==> src/rtl/lsu_mem_ctrl_if.sv <==
// Pipeline request/response and data-memory bus bundle for lsu_mem_ctrl.
// slave = the controller; master = the pipeline and memory side driving it.
interface lsu_mem_ctrl_if;
  logic        req_valid_i;
  logic        req_ready_o;
  logic        is_load_i;
  logic        is_store_i;
  logic [2:0]  mem_op_i;
  logic [31:0] addr_i;
  logic [31:0] wdata_i;
  logic        flush_i;
  logic        stall_o;
  logic        done_o;
  logic [31:0] rdata_o;
  logic        err_o;
  logic [1:0]  err_cause_o;
  logic        mem_req_o;
  logic        mem_we_o;
  logic [31:0] mem_addr_o;
  logic [3:0]  mem_strb_o;
  logic [31:0] mem_wdata_o;
  logic        mem_gnt_i;
  logic        mem_rvalid_i;
  logic [31:0] mem_rdata_i;
  logic        mem_err_i;

  modport slave (
    input  req_valid_i, is_load_i, is_store_i, mem_op_i, addr_i, wdata_i, flush_i,
           mem_gnt_i, mem_rvalid_i, mem_rdata_i, mem_err_i,
    output req_ready_o, stall_o, done_o, rdata_o, err_o, err_cause_o,
           mem_req_o, mem_we_o, mem_addr_o, mem_strb_o, mem_wdata_o
  );

  modport master (
    output req_valid_i, is_load_i, is_store_i, mem_op_i, addr_i, wdata_i, flush_i,
           mem_gnt_i, mem_rvalid_i, mem_rdata_i, mem_err_i,
    input  req_ready_o, stall_o, done_o, rdata_o, err_o, err_cause_o,
           mem_req_o, mem_we_o, mem_addr_o, mem_strb_o, mem_wdata_o
  );
endinterface

==> src/rtl/lsu_mem_ctrl.sv <==
// Load/store sequencer: one request per accept, bus req/gnt then rvalid, 1-cycle done pulse.
// Latency: accept + REQ(until gnt) + WAIT(until rvalid) + RESP; pipeline stalled outside IDLE.

// Combinational lane packer: strobes, shifted store data, load extraction, misalign check.
module lsu_mem_pack (
  input  logic        i_is_load,
  input  logic        i_is_store,
  input  logic [2:0]  i_op,
  input  logic [31:0] i_addr,
  input  logic [31:0] i_wdata,
  input  logic [31:0] i_rdata,
  output logic        o_misaligned,
  output logic        o_we,
  output logic [31:0] o_addr,
  output logic [3:0]  o_strb,
  output logic [31:0] o_wdata,
  output logic [31:0] o_rdata
);
  logic [1:0]  w_lane;
  logic [7:0]  w_byte;
  logic [15:0] w_half;

  assign w_lane = i_addr[1:0];
  assign w_byte = i_rdata[{w_lane, 3'b000} +: 8];
  assign w_half = i_rdata[{w_lane[1], 4'b0000} +: 16];

  always_comb begin
    o_addr       = {i_addr[31:2], 2'b00};
    o_we         = i_is_store;
    o_misaligned = (i_is_load || i_is_store) &&
                   ((i_op[1:0] == 2'b01 && w_lane[0]) ||
                    (i_op[1:0] == 2'b10 && w_lane != 2'b00));
    o_strb  = 4'b0000;
    o_wdata = '0;
    if (i_is_store) begin
      case (i_op[1:0])
        2'b00: begin
          o_strb  = 4'b0001 << w_lane;
          o_wdata = {24'h0, i_wdata[7:0]} << {w_lane, 3'b000};
        end
        2'b01: begin
          o_strb  = 4'b0011 << {w_lane[1], 1'b0};
          o_wdata = {16'h0, i_wdata[15:0]} << {w_lane[1], 4'b0000};
        end
        2'b10: begin
          o_strb  = 4'b1111;
          o_wdata = i_wdata;
        end
        default: begin
          o_strb  = 4'b0000;
          o_wdata = '0;
        end
      endcase
    end
  end

  // op[2] selects zero-extension
  always_comb begin
    case (i_op[1:0])
      2'b00:   o_rdata = {{24{~i_op[2] & w_byte[7]}}, w_byte};
      2'b01:   o_rdata = {{16{~i_op[2] & w_half[15]}}, w_half};
      2'b10:   o_rdata = i_rdata;
      default: o_rdata = '0;
    endcase
  end
endmodule

module lsu_mem_ctrl #(
  parameter int unsigned TIMEOUT_CYCLES = 64
) (
  input  logic           clk_i,
  input  logic           rst_ni,
  lsu_mem_ctrl_if.slave  bus
);
  typedef enum logic [2:0] {S_IDLE, S_REQ, S_WAIT, S_DRAIN, S_RESP} state_t;

  typedef struct packed {
    logic        is_load;
    logic        is_store;
    logic [2:0]  op;
    logic [31:0] addr;
    logic [31:0] wdata;
  } req_t;

  localparam logic [1:0] C_MISALIGN = 2'b00;
  localparam logic [1:0] C_BUS      = 2'b01;
  localparam logic [1:0] C_TIMEOUT  = 2'b10;
  localparam logic [1:0] C_ILLEGAL  = 2'b11;

  localparam int unsigned CW     = (TIMEOUT_CYCLES > 1) ? $clog2(TIMEOUT_CYCLES + 1) : 1;
  localparam int unsigned TMO_M1 = (TIMEOUT_CYCLES == 0) ? 0 : TIMEOUT_CYCLES - 1;
  localparam logic [CW-1:0] TMO_LAST = CW'(TMO_M1);

  state_t        r_state;
  state_t        w_state_nxt;
  req_t          r_req;
  req_t          w_in;
  req_t          w_src;
  logic [CW-1:0] r_cnt;
  logic [31:0]   r_rdata;
  logic          r_err;
  logic [1:0]    r_cause;

  logic          w_illegal;
  logic          w_tmo;
  logic          w_res_err;
  logic [1:0]    w_res_cause;
  logic [31:0]   w_res_rdata;

  logic          w_lsu_misaligned;
  logic          w_lsu_we;
  logic [31:0]   w_lsu_addr;
  logic [3:0]    w_lsu_strb;
  logic [31:0]   w_lsu_wdata;
  logic [31:0]   w_lsu_rdata;

  assign w_illegal = (bus.is_load_i == bus.is_store_i) || (bus.mem_op_i[1:0] == 2'b11);

  // Illegal ops reach the packer with both direction flags cleared
  always_comb begin
    w_in.is_load  = bus.is_load_i  & ~w_illegal;
    w_in.is_store = bus.is_store_i & ~w_illegal;
    w_in.op       = bus.mem_op_i;
    w_in.addr     = bus.addr_i;
    w_in.wdata    = bus.wdata_i;
  end

  // Live inputs classify in IDLE; captured copy keeps the bus stable afterwards
  assign w_src = (r_state == S_IDLE) ? w_in : r_req;

  lsu_mem_pack u_lsu (
    .i_is_load    (w_src.is_load),
    .i_is_store   (w_src.is_store),
    .i_op         (w_src.op),
    .i_addr       (w_src.addr),
    .i_wdata      (w_src.wdata),
    .i_rdata      (bus.mem_rdata_i),
    .o_misaligned (w_lsu_misaligned),
    .o_we         (w_lsu_we),
    .o_addr       (w_lsu_addr),
    .o_strb       (w_lsu_strb),
    .o_wdata      (w_lsu_wdata),
    .o_rdata      (w_lsu_rdata)
  );

  assign w_tmo = (TIMEOUT_CYCLES != 0) && (r_cnt >= TMO_LAST);

  always_ff @(posedge clk_i or negedge rst_ni) begin
    if (!rst_ni) r_state <= S_IDLE;
    else         r_state <= w_state_nxt;
  end

  always_comb begin
    w_state_nxt = r_state;
    w_res_err   = 1'b0;
    w_res_cause = C_MISALIGN;
    w_res_rdata = '0;
    case (r_state)
      S_IDLE: begin
        if (bus.req_valid_i) begin
          if (w_illegal) begin
            w_state_nxt = S_RESP;
            w_res_err   = 1'b1;
            w_res_cause = C_ILLEGAL;
          end else if (w_lsu_misaligned) begin
            w_state_nxt = S_RESP;
            w_res_err   = 1'b1;
            w_res_cause = C_MISALIGN;
          end else begin
            w_state_nxt = S_REQ;
          end
        end
      end
      S_REQ: begin
        // A flush racing the grant still owes the bus a response
        if (bus.flush_i) begin
          w_state_nxt = bus.mem_gnt_i ? S_DRAIN : S_IDLE;
        end else if (bus.mem_gnt_i) begin
          w_state_nxt = S_WAIT;
        end else if (w_tmo) begin
          w_state_nxt = S_RESP;
          w_res_err   = 1'b1;
          w_res_cause = C_TIMEOUT;
        end
      end
      S_WAIT: begin
        if (bus.mem_rvalid_i) begin
          w_state_nxt = S_RESP;
          if (bus.mem_err_i) begin
            w_res_err   = 1'b1;
            w_res_cause = C_BUS;
          end else if (r_req.is_load) begin
            w_res_rdata = w_lsu_rdata;
          end
        end else if (bus.flush_i) begin
          w_state_nxt = S_DRAIN;
        end else if (w_tmo) begin
          w_state_nxt = S_RESP;
          w_res_err   = 1'b1;
          w_res_cause = C_TIMEOUT;
        end
      end
      S_DRAIN: begin
        if (bus.mem_rvalid_i || w_tmo) w_state_nxt = S_IDLE;
      end
      S_RESP:  w_state_nxt = S_IDLE;
      default: w_state_nxt = S_IDLE;
    endcase
  end

  always_comb begin
    bus.req_ready_o = (r_state == S_IDLE);
    bus.stall_o     = (r_state != S_IDLE);
    bus.done_o      = (r_state == S_RESP);
    bus.mem_req_o   = (r_state == S_REQ);
    bus.mem_we_o    = (r_state == S_REQ) && w_lsu_we;
    bus.mem_addr_o  = (r_state == S_REQ) ? w_lsu_addr  : '0;
    bus.mem_strb_o  = (r_state == S_REQ) ? w_lsu_strb  : '0;
    bus.mem_wdata_o = (r_state == S_REQ) ? w_lsu_wdata : '0;
    bus.rdata_o     = r_rdata;
    bus.err_o       = r_err;
    bus.err_cause_o = r_cause;
  end

  always_ff @(posedge clk_i or negedge rst_ni) begin
    if (!rst_ni) begin
      r_req <= '0;
    end else if (r_state == S_IDLE && bus.req_valid_i) begin
      r_req <= w_in;
    end
  end

  // Held in IDLE so it is zero on the first REQ cycle
  always_ff @(posedge clk_i or negedge rst_ni) begin
    if (!rst_ni) begin
      r_cnt <= '0;
    end else if (r_state == S_IDLE) begin
      r_cnt <= '0;
    end else if (r_state inside {S_REQ, S_WAIT, S_DRAIN}) begin
      r_cnt <= r_cnt + 1'b1;
    end
  end

  always_ff @(posedge clk_i or negedge rst_ni) begin
    if (!rst_ni) begin
      r_rdata <= '0;
      r_err   <= 1'b0;
      r_cause <= 2'b00;
    end else if (w_state_nxt == S_RESP) begin
      r_rdata <= w_res_rdata;
      r_err   <= w_res_err;
      r_cause <= w_res_cause;
    end
  end
endmodule

==> src/flat_wrapper.sv <==
// flat-port wrapper written by rule: the top's interface ports become plain ports
module lsu_mem_ctrl_flat 
#(
  parameter int unsigned TIMEOUT_CYCLES = 64
)
  (clk_i, rst_ni, bus_req_valid_i, bus_is_load_i, bus_is_store_i, bus_mem_op_i, bus_addr_i, bus_wdata_i, bus_flush_i, bus_mem_gnt_i, bus_mem_rvalid_i, bus_mem_rdata_i, bus_mem_err_i, bus_req_ready_o, bus_stall_o, bus_done_o, bus_rdata_o, bus_err_o, bus_err_cause_o, bus_mem_req_o, bus_mem_we_o, bus_mem_addr_o, bus_mem_strb_o, bus_mem_wdata_o);
  lsu_mem_ctrl_if bus_i ();
  input  logic clk_i;
  input  logic rst_ni;
  input wire logic [$bits(bus_i.req_valid_i)-1:0] bus_req_valid_i;
  input wire logic [$bits(bus_i.is_load_i)-1:0] bus_is_load_i;
  input wire logic [$bits(bus_i.is_store_i)-1:0] bus_is_store_i;
  input wire logic [$bits(bus_i.mem_op_i)-1:0] bus_mem_op_i;
  input wire logic [$bits(bus_i.addr_i)-1:0] bus_addr_i;
  input wire logic [$bits(bus_i.wdata_i)-1:0] bus_wdata_i;
  input wire logic [$bits(bus_i.flush_i)-1:0] bus_flush_i;
  input wire logic [$bits(bus_i.mem_gnt_i)-1:0] bus_mem_gnt_i;
  input wire logic [$bits(bus_i.mem_rvalid_i)-1:0] bus_mem_rvalid_i;
  input wire logic [$bits(bus_i.mem_rdata_i)-1:0] bus_mem_rdata_i;
  input wire logic [$bits(bus_i.mem_err_i)-1:0] bus_mem_err_i;
  output wire logic [$bits(bus_i.req_ready_o)-1:0] bus_req_ready_o;
  output wire logic [$bits(bus_i.stall_o)-1:0] bus_stall_o;
  output wire logic [$bits(bus_i.done_o)-1:0] bus_done_o;
  output wire logic [$bits(bus_i.rdata_o)-1:0] bus_rdata_o;
  output wire logic [$bits(bus_i.err_o)-1:0] bus_err_o;
  output wire logic [$bits(bus_i.err_cause_o)-1:0] bus_err_cause_o;
  output wire logic [$bits(bus_i.mem_req_o)-1:0] bus_mem_req_o;
  output wire logic [$bits(bus_i.mem_we_o)-1:0] bus_mem_we_o;
  output wire logic [$bits(bus_i.mem_addr_o)-1:0] bus_mem_addr_o;
  output wire logic [$bits(bus_i.mem_strb_o)-1:0] bus_mem_strb_o;
  output wire logic [$bits(bus_i.mem_wdata_o)-1:0] bus_mem_wdata_o;
  assign bus_i.req_valid_i = bus_req_valid_i;
  assign bus_i.is_load_i = bus_is_load_i;
  assign bus_i.is_store_i = bus_is_store_i;
  assign bus_i.mem_op_i = bus_mem_op_i;
  assign bus_i.addr_i = bus_addr_i;
  assign bus_i.wdata_i = bus_wdata_i;
  assign bus_i.flush_i = bus_flush_i;
  assign bus_i.mem_gnt_i = bus_mem_gnt_i;
  assign bus_i.mem_rvalid_i = bus_mem_rvalid_i;
  assign bus_i.mem_rdata_i = bus_mem_rdata_i;
  assign bus_i.mem_err_i = bus_mem_err_i;
  assign bus_req_ready_o = bus_i.req_ready_o;
  assign bus_stall_o = bus_i.stall_o;
  assign bus_done_o = bus_i.done_o;
  assign bus_rdata_o = bus_i.rdata_o;
  assign bus_err_o = bus_i.err_o;
  assign bus_err_cause_o = bus_i.err_cause_o;
  assign bus_mem_req_o = bus_i.mem_req_o;
  assign bus_mem_we_o = bus_i.mem_we_o;
  assign bus_mem_addr_o = bus_i.mem_addr_o;
  assign bus_mem_strb_o = bus_i.mem_strb_o;
  assign bus_mem_wdata_o = bus_i.mem_wdata_o;
  lsu_mem_ctrl #(.TIMEOUT_CYCLES(TIMEOUT_CYCLES)) u_core (.clk_i(clk_i), .rst_ni(rst_ni), .bus(bus_i));
endmodule
==> config.mk <==
export PLATFORM = sky130hd
export DESIGN_NAME = lsu_mem_ctrl_flat
export DESIGN_NICKNAME = d
export VERILOG_FILES = /design/src/rtl/lsu_mem_ctrl_if.sv /design/src/rtl/lsu_mem_ctrl.sv /design/src/flat_wrapper.sv
export SDC_FILE = /design/constraint.sdc
export NUM_CORES = 1
export LEC_CHECK = 0
export ABC_AREA = 1
export BUFFER_PORTS_ARGS = -buffer_cell sky130_fd_sc_hd__buf_2
export CORE_MARGIN = 3
export CORE_UTILIZATION = 52
export CTS_CLUSTER_DIAMETER = 30
export DETAILED_ROUTE_END_ITERATION = 7
export GPL_TIMING_DRIVEN = 0
export HOLD_SLACK_MARGIN = 0.03
export PLACE_DENSITY_LB_ADDON = 0.1
export REMOVE_ABC_BUFFERS = 1
export SYNTH_ARGS = -nofsm -noshare
export SYNTH_HDL_FRONTEND = slang
export SYNTH_SLANG_ARGS = --single-unit
==> constraint.sdc <==
create_clock -name clk_i -period 2.1 [get_ports clk_i]
set_input_delay 0.315 -clock clk_i [delete_from_list [all_inputs] [get_ports clk_i]]
set_output_delay 0.315 -clock clk_i [all_outputs]
set_load 0.02 [all_outputs]
# == After elaboration in Yosys (flattened, before gate mapping) ==
# Cells that the tools add are included.
# op_classes
addsub,1
n_lt_le_gt_ge,1
eq_ne,9
shift,6
muxes,45
n_bitwise,6
reduce_logical,15
# op_table
operator,count
$mux 32,7
$pmux 32 s3,2
$mux 69,1
$shiftx 32x6->16,1
$shiftx 32x6->8,1
$shl 16x5->32,1
$shl 8x5->32,1
$mux 3,9
$mux 2,8
$mux 7,2
$pmux 3 s4,1
$pmux 4 s3,1
$mux 1,10
$mux 4,2
$add 7x1->7 const B,1
$ge 7x6->1 const B,1
$eq 3x2->1 const B,2
$eq 3x3->1 const B,2
$pmux 2 s3,1
$reduce_bool 3->1,2
$logic_and 1x1->1,5
$and 1x1->1,4
$eq 2x2->1 const B,2
$logic_or 1x1->1,4
10 further kinds,12
# word_totals
register_bits,114
inputBits,108
output_inout_bits,108
wordCells,93

# == Longest topological paths before layout ==
# Gate-level depths: netlist of the first run.
# depth
depth_word,14
ltp_mapped,14
depth_no_buf,12

# == By module ==
# From an unflattened synthesis of the first run, not the netlist that was laid out.
# unflattened
cells_unflattened,1356
area_unflattened_um2,8525.7
# by_module_without_submodules
module,n_inst,cells_each,area_per_inst_um2,seq_area_each_um2
lsu_mem_ctrl,1,835,6233.5,2852.7
lsu_mem_pack,1,521,2292.2,0.0

# == Worst setup path before layout of the first run ==
# No wires, ideal clock.
# synth_timing
path_kind,register -> output
startpoint,reg u_core.r_state[1]
endpoint,out bus_mem_wdata_o[18]
arrival_ns,1.845
setup_slack_ns,-0.060
stages_incl_launch_ff,9
n_path_buf,3
cell_sequence,dfrtp_1 nor2_4 nand2_2 buf_6 buf_2 clkbuf_1 o21ai_0 nand2_1 a21oi_1
# synth_between
elab_chain_len,6
word_cells_on_any_way,11
classes_between,eq/ne (3); shift (2); mux (4); reduce/logical (2)
# synth_rtl
item,line,text
"start, declared",lsu_mem_ctrl.sv:94,state_t r_state;
"start signal, assigned",lsu_mem_ctrl.sv:150,else r_state <= w_state_nxt;
$logic_not 3->1,lsu_mem_ctrl.sv:129,assign w_src = (r_state == S_IDLE) ? w_in : r_req;
$mux 69,lsu_mem_ctrl.sv:129,
"$shl 16x5->32, or another cell as far along",lsu_mem_ctrl.sv:43,"o_wdata = {16'h0, i_wdata[15:0]} << {w_lane[1], 4'b0000};"
$pmux 32 s3,lsu_mem_ctrl.sv:36,case (i_op[1:0])
$mux 32,lsu_mem_ctrl.sv:35,if (i_is_store) begin
$mux 32 *,lsu_mem_ctrl.sv:219,bus.mem_wdata_o = (r_state == S_REQ) ? w_lsu_wdata : '0;
"end, declared",flat_wrapper.sv:31,output wire logic [$bits(bus_i.mem_wdata_o)-1:0] bus_mem_wdata_o;
# Mark *: on every way between the ends. The rest lies on a longest branch, timed or not.

# == Final worst setup path of the first run ==
# layout_timing
startpoint,reg u_core.r_state[0]
endpoint,out bus_mem_wdata_o[12]
# The elaborated chain is that of the path after synthesis.

==> load_flow_metrics.sql, run 1 <==
INSERT INTO impl_metrics (metric_group, metric, value, unit) VALUES
('status', 'outcome', 'finished with violations', ''),
('status', 'failed_checks', 'setup timing', ''),
('worst_setup_path', 'arrival', '2.40', 'ns'),
('place', 'placer_s_final_routability_congestion_estimate', '0.8449', ''),
('worst_setup_path', 'r2r_end', 'u_core.bus.rdata_o[15]$_DFFE_PN0N_', ''),
('worst_hold_path', 'hold_class', 'in -> reg', ''),
('place', 'detailedPlacementHpwl', '12840', 'um'),
('clock_network', 'clkLatencyLatePin', '0.42', 'ns'),
('floorplan', 'start_util', '53.64', '%'),
('floorplan', 'top_level_ports', '216', ''),
('logic_synthesis', 'synth_enable_flop_cells', '0', ''),
('cells_and_area', 'antennaDiodeCount', '0', ''),
('clock_network', 'number_of_clock_buffers_inserted_by_tritoncts', '17', ''),
('logic_synthesis', 'yosys_warnings', '0', ''),
('worst_hold_path', 'holdCritStartpoint', 'bus_addr_i[27]', ''),
('sta', 'layout_min_cycle_time', '2.710', 'ns'),
('worst_hold_path', 'timing.hold.worst_endpoint', 'u_core.r_req[59]$_DFFE_PN0P_', ''),
('power', 'p_total', '16.68', 'mW'),
('routing', 'vias_per_cell', '5.488', ''),
('worst_setup_path', 'critical_path.slowest_cell', 'sky130_fd_sc_hd__dfrtp_2', ''),
('worst_setup_path', 'timing.rr.start', 'u_core.r_state[0]$_DFF_PN0_', ''),
('sta', 'timing.final.setup_violations', '89', ''),
('logic_synthesis', 'flip_flop_and_latch_count_after_synthesis', '114', ''),
('routing', 'route.detailed.drc', '0', ''),
('cells_and_area', 'finalNetCount', '1375', ''),
('worst_setup_path', 'r2r_cells', '14', ''),
('global_route', 'overflow_left_after_global_routing', '0', ''),
('worst_setup_path', 'crit_path_max_fo', '6', ''),
('worst_setup_path', 'classification_of_the_worst_setup_path', 'reg -> out', ''),
('worst_setup_path', 'reg2reg_slack', '-0.19', 'ns'),
('place', 'placedInstanceArea', '7903', 'um^2'),
('clock_network', 'path_clk_slew', '0.05', 'ns'),
('place', 'port-buffer-count', '213', ''),
('routing', 'drt_first_pass_iters', '7', ''),
('sta', 'grt_setup_unrepaired', 'true', ''),
('routing', 'drtIter0Drc', '934', ''),
('worst_setup_path', 'cp_slowest_stage_delay', '0.43', 'ns'),
('cells_and_area', 'postLayoutCellArea', '9874', 'um^2'),
('cells_and_area', 'area_growth_syn_to_fin', '44.70', '%'),
('clock_network', 'cts_tree', 'done', ''),
('clock_network', 'root_buffer', 'sky130_fd_sc_hd__clkbuf_16', ''),
('floorplan', 'die-area', '14530', 'um^2'),
('clock_network', 'clock_tree.buffer_depth', '2', ''),
('global_route', 'grt_pass1_wl', '35430', 'um'),
('sta', 'tightest_slew', '0.4964', 'ns'),
('place', 'dpl.cell_count', '1357', ''),
('power', 'vdd_ir_drop_max', '1.005', 'mV'),
('cells_and_area', 'layout.cells.most_common_list', '322 x sky130_fd_sc_hd__nand2_1, 163 x sky130_fd_sc_hd__buf_2, 112 x sky130_fd_sc_hd__dfrtp_1, 111 x sky130_fd_sc_hd__nor2_1, 110 x sky130_fd_sc_hd__inv_1', ''),
('cells_and_area', 'final_util', '77.62', '%'),
('sta', 'slew-limit-headroom', '66.79', '%'),
('sta', 'clock_skew', '0.005383', 'ns'),
('floorplan', 'core_area', '12720', 'um^2'),
('logic_synthesis', 'count_of_different_cell_masters_after_synthesis', '34', ''),
('job', 'max_cap_violations', '0', ''),
('routing', 'post_drt_wl_per_cell', '17.08', 'um'),
('cells_and_area', 'drive_above_1_share', '31.43', '%'),
('sta', 'fin_crit_sh', '129.1', '%'),
('global_route', 'first_global_vias', '7285', ''),
('floorplan', 'chipHeight', '120.6', 'um'),
('sta', 'fmax', '369.0', 'MHz'),
('sta', 'hold_viol_final', '0', ''),
('routing', 'vias', '7947', ''),
('cells_and_area', 'layout_commonest_cell', 'sky130_fd_sc_hd__nand2_1', ''),
('worst_setup_path', 'startpoint_type', 'register', ''),
('sta', 'setup_slack', '-0.6102', 'ns'),
('logic_synthesis', 'yosys_most_used_dff', 'sky130_fd_sc_hd__dfrtp_1', ''),
('clock_network', 'htreeDepth', '4', ''),
('logic_synthesis', 'post_synthesis_instance_total', '1022', ''),
('power', 'power-per-cell-area', '1689', 'nW/um^2'),
('worst_setup_path', 'cp_cell_sequence', 'nor2_4 -> buf_12 -> nand2_8 -> nand2_4 -> nand2_8 -> nor2_4 -> buf_12 -> inv_8 -> nand2_8 -> buf_12 -> a21oi_1 -> nor2_1 -> buf_4', ''),
('logic_synthesis', 'avgSynthCellArea', '6.677', 'um^2');
-- Yosys cell counts, types with 3 or more instances --
| library cell | number | share of area, % |
|---|---|---|
| sky130_fd_sc_hd__a21oi_1 | 46 | 3.4 |
| sky130_fd_sc_hd__a31oi_1 | 3 | 0.28 |
| sky130_fd_sc_hd__and2_1 | 7 | 0.64 |
| sky130_fd_sc_hd__buf_2 | 17 | 1.2 |
| sky130_fd_sc_hd__buf_4 | 7 | 0.77 |
| sky130_fd_sc_hd__buf_6 | 7 | 1.2 |
| sky130_fd_sc_hd__clkbuf_1 | 23 | 1.3 |
| sky130_fd_sc_hd__dfrtp_1 | 114 | 42 |
| sky130_fd_sc_hd__inv_1 | 114 | 6.3 |
| sky130_fd_sc_hd__inv_2 | 8 | 0.44 |
| sky130_fd_sc_hd__nand2_1 | 339 | 19 |
| sky130_fd_sc_hd__nand2_2 | 9 | 0.83 |
| sky130_fd_sc_hd__nand3_1 | 60 | 4.4 |
| sky130_fd_sc_hd__nor2_1 | 122 | 6.7 |
| sky130_fd_sc_hd__nor3_1 | 3 | 0.22 |
| sky130_fd_sc_hd__o21ai_0 | 118 | 8.7 |
-- cell families after synthesis --
| family | Yosys count | share of synthesized area [%] |
|---|---|---|
| and+or+nand+nor | 554 | 33.55 |
| buffers and inverters | 178 | 11.26 |
| DFF | 114 | 41.80 |
| other | 1 | 0.05495 |
| AOI/OAI and AO/OA | 174 | 13.15 |
| adders and majority gates | 1 | 0.1833 |
-- worst max-delay path, delay by kind of cell (launching register included) --
| kind | cells | cell delay, ns |
|---|---|---|
| buffers and inverters | 5 | 0.62 |
| AO/OA/AOI/OAI | 1 | 0.06 |
| flip-flops | 1 | 0.43 |
| AND/OR/NAND/NOR | 7 | 0.83 |
-- metal layers --
layer	global-route usage (%)	part of all wire, %	wire [um]
met1	37.40	37	9143
met2	51.48	47	11610
met3	7.203	10	2592
met4	15.44	5.6	1388
met5	0	0	0
-- worst max path at each step --
stage	endpoint	cells past startpoint	from
floorplan	u_core.bus.err_cause_o[0]$_DFFE_PN0N_	8	u_core.r_state[1]$_DFF_PN0_
global placement	u_core.bus.rdata_o[8]$_DFFE_PN0N_	8	u_core.r_state[2]$_DFF_PN0_
detailed placement	bus_mem_wdata_o[7]	10	u_core.r_state[2]$_DFF_PN0_
CTS	bus_mem_wdata_o[30]	10	u_core.r_state[0]$_DFF_PN0_
global route	bus_mem_strb_o[1]	11	u_core.r_state[0]$_DFF_PN0_
finish	bus_mem_wdata_o[12]	13	u_core.r_state[0]$_DFF_PN0_
-- where the power goes --
group | leakage, nW | internal (mW) | switching, mW
Clock | 0.294 | 1.91 | 0.968
Combinational | 3.57 | 3.50 | 6.97
Sequential | 1.47 | 2.95 | 0.392
-- what timing repair did --
action / in CTS / in global routing
setup endpoints to repair: 178 / 128
buffers inserted: 35 / 13
hold endpoints to repair: 43 / 0
cloned: 10 / 4
hold buffers: 1 / 0
pin swaps: 27 / 16
gates resized for setup: 145 / 79
-- registers in the layout, indices dropped and copies added (netlist names) --
register and cells:
u_core.r_req 69, u_core.bus.rdata_o 32, u_core.r_cnt 7, u_core.r_state 3, u_core.bus.err_cause_o 2, u_core.bus.err_o 1
-- through the flow --
step                      setup TNS (ns)  setup slack (ns)  hold slack [ns]
final                             -23.70           -0.6102           0.1042
after global routing              -30.12           -0.6566           0.1100
after CTS                         -21.49           -0.5033          0.09707
after detailed placement         -206.85            -2.066           0.2641
after global placement           -494.79            -4.189           0.4553
after floorplan                  -208.10            -2.281          0.01941
-- cell type report --
type                       instances  area (um^2)
fill                             955         2848
timing repair inverter             2        12.51
timing repair buffer             265         1784
sequential                       114         2855
clock buffer                      24        511.7
tap                              172        215.2
multi-input combinational        743         3875
clock inverter                     5        75.07
inverter                         123        545.5
(Power assumes the default switching activity.)
==> run 2: changes to the inputs <==
--- a/config.mk
+++ b/config.mk
@@ -13,7 +13,7 @@
 export DETAILED_ROUTE_END_ITERATION = 7
 export GPL_TIMING_DRIVEN = 0
 export HOLD_SLACK_MARGIN = 0.03
-export PLACE_DENSITY_LB_ADDON = 0.1
+export PLACE_DENSITY = 0.92
 export REMOVE_ABC_BUFFERS = 1
 export SYNTH_ARGS = -nofsm -noshare
 export SYNTH_HDL_FRONTEND = slang
==> load_flow_metrics.sql, run 2 (synthesis gave the netlist of run 1 again) <==
INSERT INTO impl_metrics (metric_group, metric, value, unit) VALUES
('worst_setup_path', 'cp-end-kind', 'output port', ''),
('place', 'placer_s_final_routability_congestion_estimate', '0.8762', ''),
('power', 'sequential_share_of_power', '18.6', '%'),
('power', 'p_int', '9.133', 'mW'),
('clock_network', 'clock_sinks', '114', ''),
('worst_setup_path', 'startpoint_type', 'register', ''),
('global_route', 'first_global_vias', '7910', ''),
('place', 'placedInstanceArea', '7903', 'um^2'),
('clock_network', 'root_buffer', 'sky130_fd_sc_hd__clkbuf_16', ''),
('routing', 'vias_per_cell', '6.001', ''),
('worst_setup_path', 'crit_path_max_fo', '9', ''),
('worst_setup_path', 'cp_cell_sequence', 'nor2_4 -> nand2_8 -> nand2_4 -> nand2_8 -> nor2_4 -> inv_8 -> nand2_8 -> o21ai_4 -> buf_12 -> nor2_2 -> buf_4', ''),
('cells_and_area', 'drive_above_1_share', '33.05', '%'),
('power', 'share_comb_of_total_power', '64.5', '%'),
('routing', 'drt_first_pass_iters', '8', ''),
('routing', 'met3RoutedLength', '3848', 'um'),
('power', 'p_leak', '5.498', 'nW'),
('cells_and_area', 'largest-register', 'u_core.r_req', ''),
('routing', 'highest-signal-layer', 'met5', ''),
('sta', 'slew-limit-headroom', '64.33', '%'),
('worst_setup_path', 'critPathBufInv', '3', ''),
('worst_setup_path', 'critical_path.slowest_cell', 'sky130_fd_sc_hd__dfrtp_2', ''),
('routing', 'vias', '8870', ''),
('global_route', 'largest_net_degree_at_the_start_of_global_routing', '97', ''),
('cells_and_area', 'finalNetCount', '1401', ''),
('worst_hold_path', 'hold_class', 'in -> reg', ''),
('clock_network', 'number_of_clock_buffers_inserted_by_tritoncts', '17', ''),
('cells_and_area', 'largest_reg_flops', '69', ''),
('global_route', 'track_usage', '33.74', '%'),
('floorplan', 'chipHeight', '120.6', 'um'),
('power', 'power-per-cell-area', '1775', 'nW/um^2'),
('cells_and_area', 'area_growth_syn_to_fin', '50.86', '%'),
('sta', 'grt_setup_unrepaired', 'true', ''),
('power', 'netSwitchingFraction', '50.01', '%'),
('sta', 'timing.final.setup_violations', '81', ''),
('sta', 'finalHoldWorstSlack', '0.09752', 'ns'),
('routing', 'drtAntennaViolNets', '0', ''),
('sta', 'clock_skew', '0.01151', 'ns'),
('clock_network', 'clock_tree.buffer_depth', '2', ''),
('sta', 'slew_viol_final', '0', ''),
('routing', 'routed-wl-met2', '13200', 'um'),
('cells_and_area', 'layout.cells.most_common_list', '329 x sky130_fd_sc_hd__nand2_1, 158 x sky130_fd_sc_hd__buf_2, 112 x sky130_fd_sc_hd__dfrtp_1, 109 x sky130_fd_sc_hd__inv_1, 102 x sky130_fd_sc_hd__nor2_1', ''),
('worst_setup_path', 'cp_slowest_stage_delay', '0.43', 'ns'),
('floorplan', 'start_util', '53.64', '%'),
('worst_setup_path', 'cp_common_cell', 'sky130_fd_sc_hd__nand2_8', ''),
('sta', 'setup_total_negative_slack', '-38.39', 'ns'),
('worst_setup_path', 'largest_delay_contributor_family_on_the_critical_path', 'simple AND/OR/NAND/NOR gates', ''),
('place', 'port-buffer-count', '213', ''),
('status', 'failed_checks', 'DRC, setup timing', ''),
('power', 'vdd_ir_drop_max', '1.016', 'mV'),
('global_route', 'overflow_left_after_global_routing', '0', ''),
('sta', 'hold_viol_final', '0', ''),
('sta', 'setup_slack', '-0.7209', 'ns'),
('clock_network', 'path_clk_slew', '0.06', 'ns'),
('cells_and_area', 'layout.filler_cells', '783', ''),
('worst_setup_path', 'arrival', '2.51', 'ns'),
('floorplan', 'top_level_ports', '216', ''),
('clock_network', 'cts_tree', 'done', ''),
('floorplan', 'die-area', '14530', 'um^2'),
('place', 'detailedPlacementHpwl', '13190', 'um'),
('clock_network', 'clkLatencyLatePin', '0.43', 'ns'),
('routing', 'drtIter0Drc', '1600', ''),
('routing', 'post_drt_wl_per_cell', '20.10', 'um'),
('clock_network', 'htreeDepth', '4', ''),
('sta', 'fin_crit_sh', '134.3', '%'),
('floorplan', 'core_area', '12720', 'um^2'),
('sta', 'layout_min_cycle_time', '2.821', 'ns'),
('routing', 'route.layer.met1.wl', '10100', 'um'),
('worst_setup_path', 'critPathRequiredTime', '1.78', 'ns'),
('power', 'pwr-share-clk', '16.9', '%'),
('sta', 'tightest_slew', '0.5350', 'ns'),
('cells_and_area', 'final_util', '80.92', '%'),
('floorplan', 'placement_rows', '41', ''),
('worst_setup_path', 'classification_of_the_worst_setup_path', 'reg -> out', ''),
('routing', 'wl_final', '29710', 'um'),
('sta', 'fmax', '354.5', 'MHz'),
('cells_and_area', 'layout_commonest_cell', 'sky130_fd_sc_hd__nand2_1', ''),
('global_route', 'initial_antenna_violation_count', '5', ''),
('cells_and_area', 'postLayoutCellArea', '10290', 'um^2'),
('global_route', 'grt_pass1_wl', '38740', 'um'),
('floorplan', 'die_x', '120.6', 'um'),
('routing', 'route.detailed.drc', '36', ''),
('power', 'p_sw', '9.136', 'mW'),
('status', 'outcome', 'finished with violations', ''),
('job', 'max_cap_violations', '0', '');
==> run 2: power groups by stage <==
stage          logic (mW)  clock network (mW)  registers [mW]
2_1_floorplan        4.63                   0            3.30
3_3_place_gp         6.30                   0            3.28
3_5_place_dp         6.50                   0            3.32
4_1_cts              8.98                3.08            3.31
5_1_grt              12.4                3.19            3.44
6_report             11.8                3.08            3.39
==> run 2: cell type report <==
class,count,area [um^2],area share (%)
multi-input cells,742,3861,37.51
flip-flops and latches,114,2855,27.73
repair buffers,291,2156,20.94
inverters,123,558.0,5.420
clock buffers,21,460.4,4.473
well taps,172,215.2,2.090
clock inverters,10,157.7,1.531
repair inverters,3,26.28,0.2552
diodes,2,5.005,0.04861
==> run 2: final timing paths <==
kind	startpoint	to	slack (ns)	cells after the start
max	u_core.r_state[0]$_DFF_PN0_	bus_mem_wdata_o[7]	-0.72	11
min	bus_addr_i[31]	u_core.r_req[63]$_DFFE_PN0P_	0.1	3
max reg2reg	u_core.r_state[0]$_DFF_PN0_	u_core.bus.err_o$_DFFE_PN0N_	-0.56	13
min reg2reg	u_core.r_req[29]$_DFFE_PN0P_	u_core.r_req[29]$_DFFE_PN0P_	0.49	2
max in group asynchronous	rst_ni	u_core.bus.rdata_o[7]$_DFFE_PN0N_	1.04	3
min in group asynchronous	rst_ni	u_core.bus.rdata_o[11]$_DFFE_PN0N_	0.30	2
==> run 2: repair_timing <==
action | in CTS | in global routing
buffers inserted | 44 | 26
pin swaps | 19 | 19
hold endpoints to repair | 18 | 0
hold buffers | 1 | 0
gates resized for setup | 156 | 99
gates cloned | 9 | 9
setup endpoints to repair | 178 | 120
==> run 2: per-layer routing <==
layer,global-route usage (%),vias up
met3,8.279,305
met2,54.45,887
met1,40.41,3926
li1,-,3746
met4,21.32,6
met5,0,-
==> run 2: worst min-delay path: cells and delay by family <==
family                 cells  cell delay [ns]
buffers and inverters      1             0.07
AOI/OAI and AO/OA          1             0.05
and+or+nand+nor            1             0.04
==> run 2: metrics by stage <==
step	worst slack [ns]	total power, mW	std cells
2_1_floorplan	-2.281	7.922	968
3_3_place_gp	-4.030	9.578	1353
3_5_place_dp	-1.986	9.826	1357
4_1_cts	-0.5034	15.37	1442
5_1_grt	-0.7278	19.05	1478
6_report	-0.7209	18.27	1478
